**src/rtl/uart_pkg.sv**
```systemverilog
// Shared UART definitions: receiver state encoding, frame payload and baud divisor helper.
`timescale 1ns/1ps
package uart_pkg;

   localparam int unsigned DATA_BITS = 8;
   localparam int unsigned CNT_W     = 16;

   typedef enum logic [2:0] {
      IDLE       = 3'd0,
      START      = 3'd1,
      DATA       = 3'd2,
      PARITY     = 3'd3,
      STOP       = 3'd4,
      BREAK_WAIT = 3'd5
   } uart_state_e;

   typedef struct packed {
      logic [DATA_BITS-1:0] data;
      logic                 parity_err;
      logic                 frame_err;
   } rx_result_t;

   function automatic int unsigned clks_per_bit(input int unsigned freq, input int unsigned baud);
      return freq / baud;
   endfunction

endpackage

```
**src/rtl/uart_rx_sync.sv**
```systemverilog
// Two-flop synchronizer for an asynchronous, idle-high input pin.
`timescale 1ns/1ps
module uart_rx_sync (
   input  logic clk,
   input  logic reset_n,
   input  logic d_i,
   output logic q_o
);

   logic meta_q;
   logic sync_q;

   always_ff @(posedge clk or negedge reset_n) begin
      if (!reset_n) begin
         meta_q <= 1'b1;
         sync_q <= 1'b1;
      end else begin
         meta_q <= d_i;
         sync_q <= meta_q;
      end
   end

   assign q_o = sync_q;

endmodule

```
**src/rtl/uart_rx.sv**
```systemverilog
// 8E1 UART receiver: mid-bit sampling of a synchronized rx line, one-cycle valid pulse per frame.
`timescale 1ns/1ps
module uart_rx
   import uart_pkg::*;
#(
   parameter int unsigned CLK_FREQ  = 50000000,
   parameter int unsigned BAUD_RATE = 9600
) (
   input  logic                 clk,
   input  logic                 reset_n,
   input  logic                 rx,
   output logic [DATA_BITS-1:0] data,
   output logic                 rx_valid,
   output logic                 parity_err,
   output logic                 frame_err,
   output logic                 rx_busy
);

   localparam int unsigned CLKS_PER_BIT = clks_per_bit(CLK_FREQ, BAUD_RATE);
   localparam int unsigned HALF_BIT     = CLKS_PER_BIT / 2;
   localparam int unsigned IDX_W        = $clog2(DATA_BITS);

   localparam logic [CNT_W-1:0] BIT_LAST  = CNT_W'(CLKS_PER_BIT - 1);
   localparam logic [CNT_W-1:0] HALF_LAST = CNT_W'(HALF_BIT - 1);
   localparam logic [IDX_W-1:0] IDX_LAST  = IDX_W'(DATA_BITS - 1);

   logic                 rx_s;
   uart_state_e          state_q,     state_d;
   logic [CNT_W-1:0]     clk_count_q, clk_count_d;
   logic [IDX_W-1:0]     bit_index_q, bit_index_d;
   logic [DATA_BITS-1:0] shift_q,     shift_d;
   logic                 parity_q,    parity_d;
   rx_result_t           result_q,    result_d;
   logic                 rx_valid_q,  rx_valid_d;
   logic                 rx_busy_q,   rx_busy_d;

   uart_rx_sync u_sync (
      .clk     (clk),
      .reset_n (reset_n),
      .d_i     (rx),
      .q_o     (rx_s)
   );

   always_ff @(posedge clk or negedge reset_n) begin
      if (!reset_n) begin
         state_q     <= IDLE;
         clk_count_q <= '0;
         bit_index_q <= '0;
         shift_q     <= '0;
         parity_q    <= 1'b0;
         result_q    <= '0;
         rx_valid_q  <= 1'b0;
         rx_busy_q   <= 1'b0;
      end else begin
         state_q     <= state_d;
         clk_count_q <= clk_count_d;
         bit_index_q <= bit_index_d;
         shift_q     <= shift_d;
         parity_q    <= parity_d;
         result_q    <= result_d;
         rx_valid_q  <= rx_valid_d;
         rx_busy_q   <= rx_busy_d;
      end
   end

   // Counter restarts on every state change so each state measures from its own entry.
   always_comb begin
      state_d     = state_q;
      clk_count_d = clk_count_q + CNT_W'(1);
      bit_index_d = bit_index_q;
      shift_d     = shift_q;
      parity_d    = parity_q;
      result_d    = result_q;
      rx_valid_d  = 1'b0;

      unique case (state_q)
         IDLE: begin
            clk_count_d = '0;
            if (!rx_s) state_d = START;
         end
         START: begin
            if (clk_count_q == HALF_LAST) begin
               clk_count_d = '0;
               state_d     = rx_s ? IDLE : DATA;
            end
         end
         DATA: begin
            if (clk_count_q == BIT_LAST) begin
               clk_count_d          = '0;
               shift_d[bit_index_q] = rx_s;
               if (bit_index_q == IDX_LAST) begin
                  bit_index_d = '0;
                  state_d     = PARITY;
               end else begin
                  bit_index_d = bit_index_q + IDX_W'(1);
               end
            end
         end
         PARITY: begin
            if (clk_count_q == BIT_LAST) begin
               clk_count_d = '0;
               parity_d    = rx_s;
               state_d     = STOP;
            end
         end
         STOP: begin
            // Leave at mid-stop-bit to keep margin for back-to-back frames.
            if (clk_count_q == BIT_LAST) begin
               clk_count_d         = '0;
               rx_valid_d          = 1'b1;
               result_d.data       = shift_q;
               result_d.parity_err = parity_q ^ (^shift_q);
               result_d.frame_err  = ~rx_s;
               state_d             = rx_s ? IDLE : BREAK_WAIT;
            end
         end
         BREAK_WAIT: begin
            clk_count_d = '0;
            if (rx_s) state_d = IDLE;
         end
         default: begin
            clk_count_d = '0;
            state_d     = IDLE;
         end
      endcase

      rx_busy_d = (state_d != IDLE);
   end

   assign data       = result_q.data;
   assign parity_err = result_q.parity_err;
   assign frame_err  = result_q.frame_err;
   assign rx_valid   = rx_valid_q;
   assign rx_busy    = rx_busy_q;

endmodule

```
**config.mk**
```make
export PLATFORM = sky130hd
export DESIGN_NAME = uart_rx
export DESIGN_NICKNAME = d
export VERILOG_FILES = /design/src/rtl/uart_pkg.sv /design/src/rtl/uart_rx_sync.sv /design/src/rtl/uart_rx.sv
export SDC_FILE = /design/constraint.sdc
export NUM_CORES = 1
export LEC_CHECK = 0
export ABC_AREA = 1
export CAP_MARGIN = 20
export CORE_MARGIN = 2
export CORE_UTILIZATION = 40
export CTS_CLUSTER_SIZE = 40
export DETAILED_ROUTE_END_ITERATION = 6
export MAX_ROUTING_LAYER = met4
export PLACE_DENSITY = 0.63
export SYNTH_ARGS = -nofsm -noshare
export SYNTH_HDL_FRONTEND = slang
export SYNTH_SLANG_ARGS = --single-unit
```
**constraint.sdc**
```tcl
create_clock -name clk -period 2 [get_ports clk]
set_input_delay 0.5 -clock clk [delete_from_list [all_inputs] [get_ports clk]]
set_output_delay 0.5 -clock clk [all_outputs]
set_load 0.05 [all_outputs]
```
==> metrics.cfg, run 1 <==
[critical_path]
reg2reg_slack_ns=0.28
endpoint_kind=output pin
path_cells=clkdlybuf4s50_1
critPathMaxFanout=2
cp_num_buf_inv=1
slowest_stage=clkdlybuf4s50_1
start_kind=register
crit_required_ns=1.50
slowest_delay_ns=0.80
path_class=register to output pin
cp_data_arrival_time_ns=1.45
crit_family=buffers and inverters

[timing]
fin_ws_ns=0.0465
finalSetupTns_ns=0
fmax_mhz=512
slew_headroom=0.667
fin_crit_ns=1.95
fin_crit_sh=0.977
finalSetupViolations=0
grt_setup_unrepaired=no
report.final.slew_viol_count=0
fin_hold_ws_ns=0.171
hold_violations=0
worstMarginPinSlew_ns=0.499
finClkSkew_ns=0.00607

[logic_synthesis]
synth_top_area_frac=0.460
syn-num-nets=294
synth_top_family_by_area=simple AND/OR/NAND/NOR gates
synth_xor_xnor_area_share=0.0375
yosysWarnings=0
synthSimpleGateAreaFrac=0.332
ys_ff_latch=45
synth_cell_types=29
synth.largest_area_cell=dfrtp_1
netlist_top_cells_area=dfrtp_1 (46%), nand2_1 (11%), nand3_1 (6.4%)
synth_fa_ha_area_frac=0.0161
synthCells=288
synth_compound_area_frac=0.0621
syn_area_um2=2340
synthMuxAreaShare=0
yosysSeqAreaShare=0.483
synth.avg_cell_area_um2=8.12

[clock_tree]
cts_root_buffer=clkbuf_8
postCtsSetupBuffers=0
clock_path_buffers=2
clkTransAtPathRegs_ns=0.09
numCtsBuffers=5
cts_tree=yes
cts.sinks=45
clock_latency_ns=0.30
htreeDepth=2

[detailed_routing]
dr.pass1.iters=4
routed_wl_mm=4.39
avgRoutedWirePerCell_um=11.5
drc=0
via_count=1838
drtIter0Drc=124
ant_nets=0
vias_per_cell=4.81

[pwr]
p_leak_uw=0.00132
power_density_nw_per_um2=656
total_power_uw=1770
vdd_drop_max_v=0.000307

[grt]
grtUsageTotal=0.159
antenna_found_initial=0
grt_pass1_vias=1756
grt_max_degree=24
grt-ovfl-total=0
grt_pass1_wl_mm=7.92

[status]
outcome=finished, final reports clean

[place]
pre_cts_slack_ns=0.296
place.gp.congestion=0.899
dp_hpwl_mm=3.31
placed_area_um2=2550
port-buffer-count=14

[final_layout]
synthToLayoutAreaGrowth_pct=15.1
drive_gt1_frac=0.142
nNetsFinal=315
final_common_cell=nand2_1
fill_cells=563
final_area_um2=2690
antenna_cells=0
final_cell_mix=nand2_1 (71), dfrtp_1 (43), nand3_1 (30), nor2_1 (28), inv_1 (27)

[job]
max_cap_violations=0

[die]
io_pins=15
die_w_um=80.5
die_h_um=80.5
initial_core_util=0.420
num_rows=27
dieArea_um2=6470
core_um2=5570

[min_path]
hp-class=input pin to asynchronous set/reset pin

final timing paths:
kind | endpoint | start | depth (start not counted)
min | clk_count_q[0] | reset_n | 2
min reg2reg | u_sync.q_o | u_sync.meta_q | 0
max reg2reg | clk_count_q[2] | clk_count_q[0] | 10
min in group clk | u_sync.q_o | u_sync.meta_q | 0
max in group asynchronous | u_sync.q_o | reset_n | 2
max | data[7] | data[7] | 1
area by class of cell:
| class | instances | area [um^2] | area share |
|---|---|---|---|
| Sequential cell | 45 | 1130 | 0.419 |
| Multi-Input combinational cell | 205 | 1050 | 0.388 |
| Timing Repair Buffer | 16 | 153 | 0.0567 |
| Inverter | 36 | 138 | 0.0511 |
| Tap cell | 72 | 90.1 | 0.0335 |
| Clock buffer | 5 | 68.8 | 0.0256 |
| Clock inverter | 3 | 68.8 | 0.0256 |
registers in the layout, indices dropped and copies added, names as in the netlist, 3 cells and up:
name	cells
shift_q	8
state_q	3
data	8
clk_count_q	16
bit_index_q	3
cells by family (layout without fill, tap and decap cells):
group	Yosys count	in the layout
buffers and inverters	38	60
AND/OR/NAND/NOR	166	166
flip-flops	45	45
adder cells (fa/ha/maj)	3	3
AO/OA/AOI/OAI	26	26
XOR/XNOR	10	10
power breakdown:
part / switching [uW] / internal (uW) / total [uW]
Clock: 322 / 503 / 825
Combinational: 20.5 / 5.60 / 26.1
Sequential: 2.00 / 913 / 915
stage by stage:
stage,utilization,std cells
2_1_floorplan,-,288
3_3_place_gp,0.457,374
3_5_place_dp,0.457,374
4_1_cts,0.482,382
5_1_grt,0.483,382
6_report,0.483,382
layer usage:
metal | GRT usage | share of wire
met1 | 0.217 | 0.52
met2 | 0.241 | 0.43
met3 | 0.0315 | 0.036
met4 | 0.0492 | 0.013
met5 | - | 0
timing repair:
| item | in CTS | in global routing |
|---|---|---|
| hold buffers | 0 | 0 |
| setup endpoints to repair | 0 | 3 |
| gates resized for setup | 0 | 3 |
cell usage after synthesis:
master / instances
xnor2_1: 4
nor2_1: 28
a31oi_1: 1
nand2_4: 1
nand3_1: 30
inv_4: 1
buf_8: 1
dfstp_2: 2
a21oi_1: 1
o21ai_0: 15
inv_2: 7
nand3_2: 1
xor2_1: 6
o21ai_1: 7
o21ai_4: 1
nand4_1: 5
buf_6: 1
inv_1: 27
nand2_2: 1
nor2_4: 2
a21o_1: 1
dfrtp_1: 43
nor2_2: 14
ha_1: 3
clkinv_1: 1
nand2_1: 71
nor2_8: 1
nand3b_1: 2
nor3_1: 10
No activity file was read; power rests on OpenSTA's default activity.
==> run 2, diff against run 1 <==
--- a/config.mk
+++ b/config.mk
@@ -12,7 +12,7 @@
 export CTS_CLUSTER_SIZE = 40
 export DETAILED_ROUTE_END_ITERATION = 6
 export MAX_ROUTING_LAYER = met4
-export PLACE_DENSITY = 0.63
+export PLACE_DENSITY = 0.65
 export SYNTH_ARGS = -nofsm -noshare
 export SYNTH_HDL_FRONTEND = slang
 export SYNTH_SLANG_ARGS = --single-unit
==> constraint.sdc (replaced) <==
create_clock -name clk -period 1.7 [get_ports clk]
set_input_delay 0.425 -clock clk [delete_from_list [all_inputs] [get_ports clk]]
set_output_delay 0.425 -clock clk [all_outputs]
set_load 0.05 [all_outputs]
==> metrics.cfg, run 2 (synthesized netlist as in run 1, its figures left out) <==
[final_layout]
largest-register=clk_count_q
seq_area_um2=1130
fill_cells=551
largest_reg_flops=16
multiInputGateArea_um2=1090
utilization=0.496
antenna_cells=0
synthToLayoutAreaGrowth_pct=18.2
final_cell_mix=nand2_1 (69), dfrtp_1 (43), nand3_1 (30), inv_1 (27), nor2_1 (25)
drive_gt1_frac=0.221
final_common_cell=nand2_1
nNetsFinal=322

[grt]
grt_pass1_vias=1782
use_met1=0.228
met2_usage=0.257
grtUsageMet3=0.0236
grtUsageTotal=0.168
antenna_found_initial=0
grt_busiest_layer=met2
grt_pass1_wl_mm=8.20
grt_max_degree=23
grt-ovfl-total=0

[critical_path]
reg2reg_slack_ns=0.09
start_kind=register
r2r-end=clk_count_q[12]
endpoint_kind=register
r2r_cells=11
crit_path_start=clk_count_q[0]
rr_startpoint=clk_count_q[0]
critPathMaxFanout=6
path_class=register to register
cp_data_arrival_time_ns=1.84
crit_required_ns=1.93

[pwr]
total_power_uw=2060
power_density_nw_per_um2=745
p_leak_uw=0.00133
vdd_drop_max_v=0.000464

[timing]
worstMarginPinSlew_ns=0.413
finClkSkew_ns=0.00554
fin_crit_sh=0.945
finalSetupViolations=0
slew_headroom=0.725
fin_ws_ns=0.0934
report.final.slew_viol_count=0
hold_violations=0
fmax_mhz=622
fin_crit_ns=1.61

[place]
port-buffer-count=14
dp_hpwl_mm=3.33
pre_cts_slack_ns=-0.0116
place.gp.congestion=0.873

[detailed_routing]
drtIter0Drc=171
dr.pass1.iters=4
via_count=1898
ant_nets=0
routed_wl_mm=4.53
vias_per_cell=4.88
drc=0
avgRoutedWirePerCell_um=11.6

[min_path]
hp-class=input pin to asynchronous set/reset pin

[status]
outcome=finished, final reports clean

[die]
core_um2=5570
num_rows=27
die_h_um=80.5
initial_core_util=0.420
io_pins=15
die_w_um=80.5
dieArea_um2=6470

[clock_tree]
cts_root_buffer=clkbuf_8
cts_hold_buf=0
clkTransAtPathRegs_ns=0.09
clock_path_buffers=2
cts_tree=yes
htreeDepth=2
clock_latency_ns=0.29
cts.sinks=45
numCtsBuffers=5

[job]
max_cap_violations=0

run 2: worst max-delay path, cell delays in order, from the launching register on:
cell,delay [ns]
dfrtp_1,0.43
ha_4,0.19
nand2_2,0.09
inv_2,0.05
nand2_2,0.07
nor2_4,0.05
nand2_4,0.11
inv_2,0.05
o21ai_4,0.23
buf_6,0.15
inv_4,0.05
nor2_2,0.07
run 2: stage by stage:
stage | instance area (um^2) | hold WS (ns) | setup TNS, ns | std cells
after floorplan | 2340 | 0.129 | 0 | 288
after global placement | 2560 | 0.346 | 0 | 377
after detailed placement | 2560 | 0.347 | -0.0116 | 377
after CTS | 2710 | 0.0570 | 0 | 387
after global routing | 2770 | 0.0712 | -0.00194 | 389
final | 2770 | 0.0470 | 0 | 389
run 2: repair_timing:
action / in CTS / in global routing
pin swaps: 1 / 4
setup buffers: 1 / 1
resized for setup: 5 / 12
gates cloned: 1 / 1
endpoints found under the setup margin: 2 / 26
run 2: layout make-up:
class                           count  area share
Timing Repair inverter              1     0.00226
Timing Repair Buffer               21      0.0629
Sequential cell                    45       0.408
Clock inverter                      3      0.0235
Clock buffer                        5      0.0249
Tap cell                           72      0.0326
Multi-Input combinational cell    206       0.395
Inverter                           36      0.0507
run 2: worst max-delay path by stage:
stage / to
2_1_floorplan: clk_count_q[13]
3_3_place_gp: clk_count_q[14]
3_5_place_dp: clk_count_q[14]
4_1_cts: clk_count_q[14]
5_1_grt: rx_busy
6_report: clk_count_q[12]
run 2: routing by layer:
| layer | vias up | wire (um) |
|---|---|---|
| li1 | 982 | - |
| met2 | 37 | 2070 |
| met4 | 0 | 73 |
| met5 | - | 0 |
| met1 | 870 | 2240 |
| met3 | 9 | 141 |
run 2: where the power goes:
| group | switching, uW | internal (uW) | total [uW] |
|---|---|---|---|
| combinational | 25.0 | 9.54 | 34.6 |
| sequential | 2.33 | 1070 | 1080 |
| clock | 365 | 584 | 949 |
| total | 393 | 1670 | 2060 |
==> run 3, diff against run 2 <==
--- a/config.mk
+++ b/config.mk
@@ -8,11 +8,11 @@
 export ABC_AREA = 1
 export CAP_MARGIN = 20
 export CORE_MARGIN = 2
-export CORE_UTILIZATION = 40
+export CORE_UTILIZATION = 53
 export CTS_CLUSTER_SIZE = 40
 export DETAILED_ROUTE_END_ITERATION = 6
 export MAX_ROUTING_LAYER = met4
-export PLACE_DENSITY = 0.65
+export PLACE_DENSITY = 0.8
 export SYNTH_ARGS = -nofsm -noshare
 export SYNTH_HDL_FRONTEND = slang
 export SYNTH_SLANG_ARGS = --single-unit
==> metrics.cfg, run 3 (synthesized netlist as in run 1, its figures left out) <==
[status]
outcome=finished, final reports clean

[final_layout]
drive_gt1_frac=0.218
largest-register=clk_count_q
final_common_cell=nand2_1
fill_cells=383
synthToLayoutAreaGrowth_pct=14.9
largest_reg_flops=16
antenna_cells=0
final_cell_mix=nand2_1 (69), dfrtp_1 (43), nand3_1 (30), inv_1 (27), nor2_1 (25)
nNetsFinal=322
fin_cells=369

[detailed_routing]
dr.pass1.iters=4
via_count=1890
drtIter0Drc=158
ant_nets=0
vias_per_cell=5.12
routed_wl_mm=4.49
avgRoutedWirePerCell_um=12.2
drc=0

[timing]
fin_ws_ns=0.104
report.final.slew_viol_count=0
slew_headroom=0.787
worstMarginPinSlew_ns=0.317
finalSetupViolations=0
finClkSkew_ns=0.0125
fin_crit_sh=0.939
finalSetupTns_ns=0
hold_violations=0
fmax_mhz=627
fin_crit_ns=1.60

[critical_path]
slowest_delay_ns=0.43
start_kind=register
slowest_stage=dfrtp_1
cp_num_buf_inv=3
endpoint_kind=register
critical_path_depth=10
r2r-end=clk_count_q[2]
path_class=register to register
crit_path_start=clk_count_q[0]
r2r_cells=10
reg2reg_slack_ns=0.10
cp_data_arrival_time_ns=1.82
crit_family=flip-flops
critPathMaxFanout=7
rr_startpoint=clk_count_q[0]
crit_required_ns=1.92
path_cells=ha_4 -> nand2_2 -> inv_2 -> nand2_2 -> nor2_4 -> nand2_4 -> inv_2 -> o21ai_4 -> clkinv_4 -> nor3_2

[grt]
grtUsageTotal=0.198
grt_pass1_wl_mm=7.57
grt-ovfl-total=0
grt_pass1_vias=1713
antenna_found_initial=0
grt_max_degree=23

[clock_tree]
cts_root_buffer=clkbuf_8
clock_path_buffers=2
cts.sinks=45
cts_tree=yes
numCtsBuffers=5
clkTransAtPathRegs_ns=0.08
htreeDepth=2
clock_latency_ns=0.31

[die]
die_w_um=70.4
die_h_um=70.4
dieArea_um2=4960
io_pins=15
core_um2=4290
num_rows=24
initial_core_util=0.545

[place]
place_inst=357
port-buffer-count=14
pre_cts_slack_ns=0.0309
place.gp.congestion=0.946
dp_hpwl_mm=3.26

[min_path]
hold_end=u_sync.q_o
hold_depth=0
min_from=u_sync.meta_q
hp-class=register to register

[pwr]
p_leak_uw=0.00129
vdd_drop_max_v=0.000450
power_density_nw_per_um2=663

[job]
max_cap_violations=0

[run 3: cell count changes in the layout (fill, tap and decap cells not counted), sizes merged]
cell / before / now
buf: 20 / 19
clkinvlp: 0 / 3
inv: 37 / 36
bufinv: 2 / 0
dlygate4sd3: 0 / 1
[run 3: repair_timing]
action | CTS | global route
hold endpoints to repair | 8 | 0
setup buffers | 0 | 1
setup endpoints to repair | 0 | 35
resized for setup | 0 | 15
hold buffers | 1 | 0
[run 3: per-layer routing]
metal / vias up / wire, um / global-route usage
met3: 6 / 231 / 0.0476
met1: 851 / 2180 / 0.275
met4: 0 / 91 / 0.0684
met5: - / 0 / -
li1: 977 / - / -
met2: 56 / 1990 / 0.286
[run 3: cell type report]
cell class | count | area [um^2] | area share
clock inverter | 3 | 22.5 | 0.00838
timing repair buffer | 21 | 164 | 0.0610
inverter | 36 | 140 | 0.0521
tap | 52 | 65.1 | 0.0242
clock buffer | 5 | 68.8 | 0.0256
sequential | 45 | 1130 | 0.420
timing repair inverter | 1 | 6.26 | 0.00233
multi-input combinational | 206 | 1090 | 0.406
[run 3: worst max-delay path by stage]
stage	endpoint	slack (ns)
floorplan	clk_count_q[13]	0.13
global placement	clk_count_q[14]	0.09
detailed placement	clk_count_q[2]	0.03
CTS	clk_count_q[2]	0.01
global route	rx_busy	-0.006
finish	clk_count_q[2]	0.10
[run 3: stage by stage]
step                      utilization  total power (uW)  instance area [um^2]  hold slack [ns]
final                           0.626              1780                  2690            0.359
after global routing            0.626              1850                  2690            0.364
after CTS                       0.610              1800                  2620            0.360
after detailed placement        0.587              1130                  2520            0.311
after global placement          0.587              1130                  2520            0.303
after floorplan                     -              1100                  2340            0.129
[run 3: where the power goes]
group          switching, uW  internal [uW]
combinational           24.9           8.03
sequential              2.36           1070
clock                    384            288
[run 3: worst register-to-register path, stage by stage (launching register included)]
cell      delay [ns]
dfrtp_1         0.43
ha_4            0.19
nand2_2         0.09
inv_2           0.05
nand2_2         0.07
nor2_4          0.05
nand2_4         0.12
inv_2           0.06
o21ai_4         0.22
clkinv_4        0.14
nor3_2          0.12
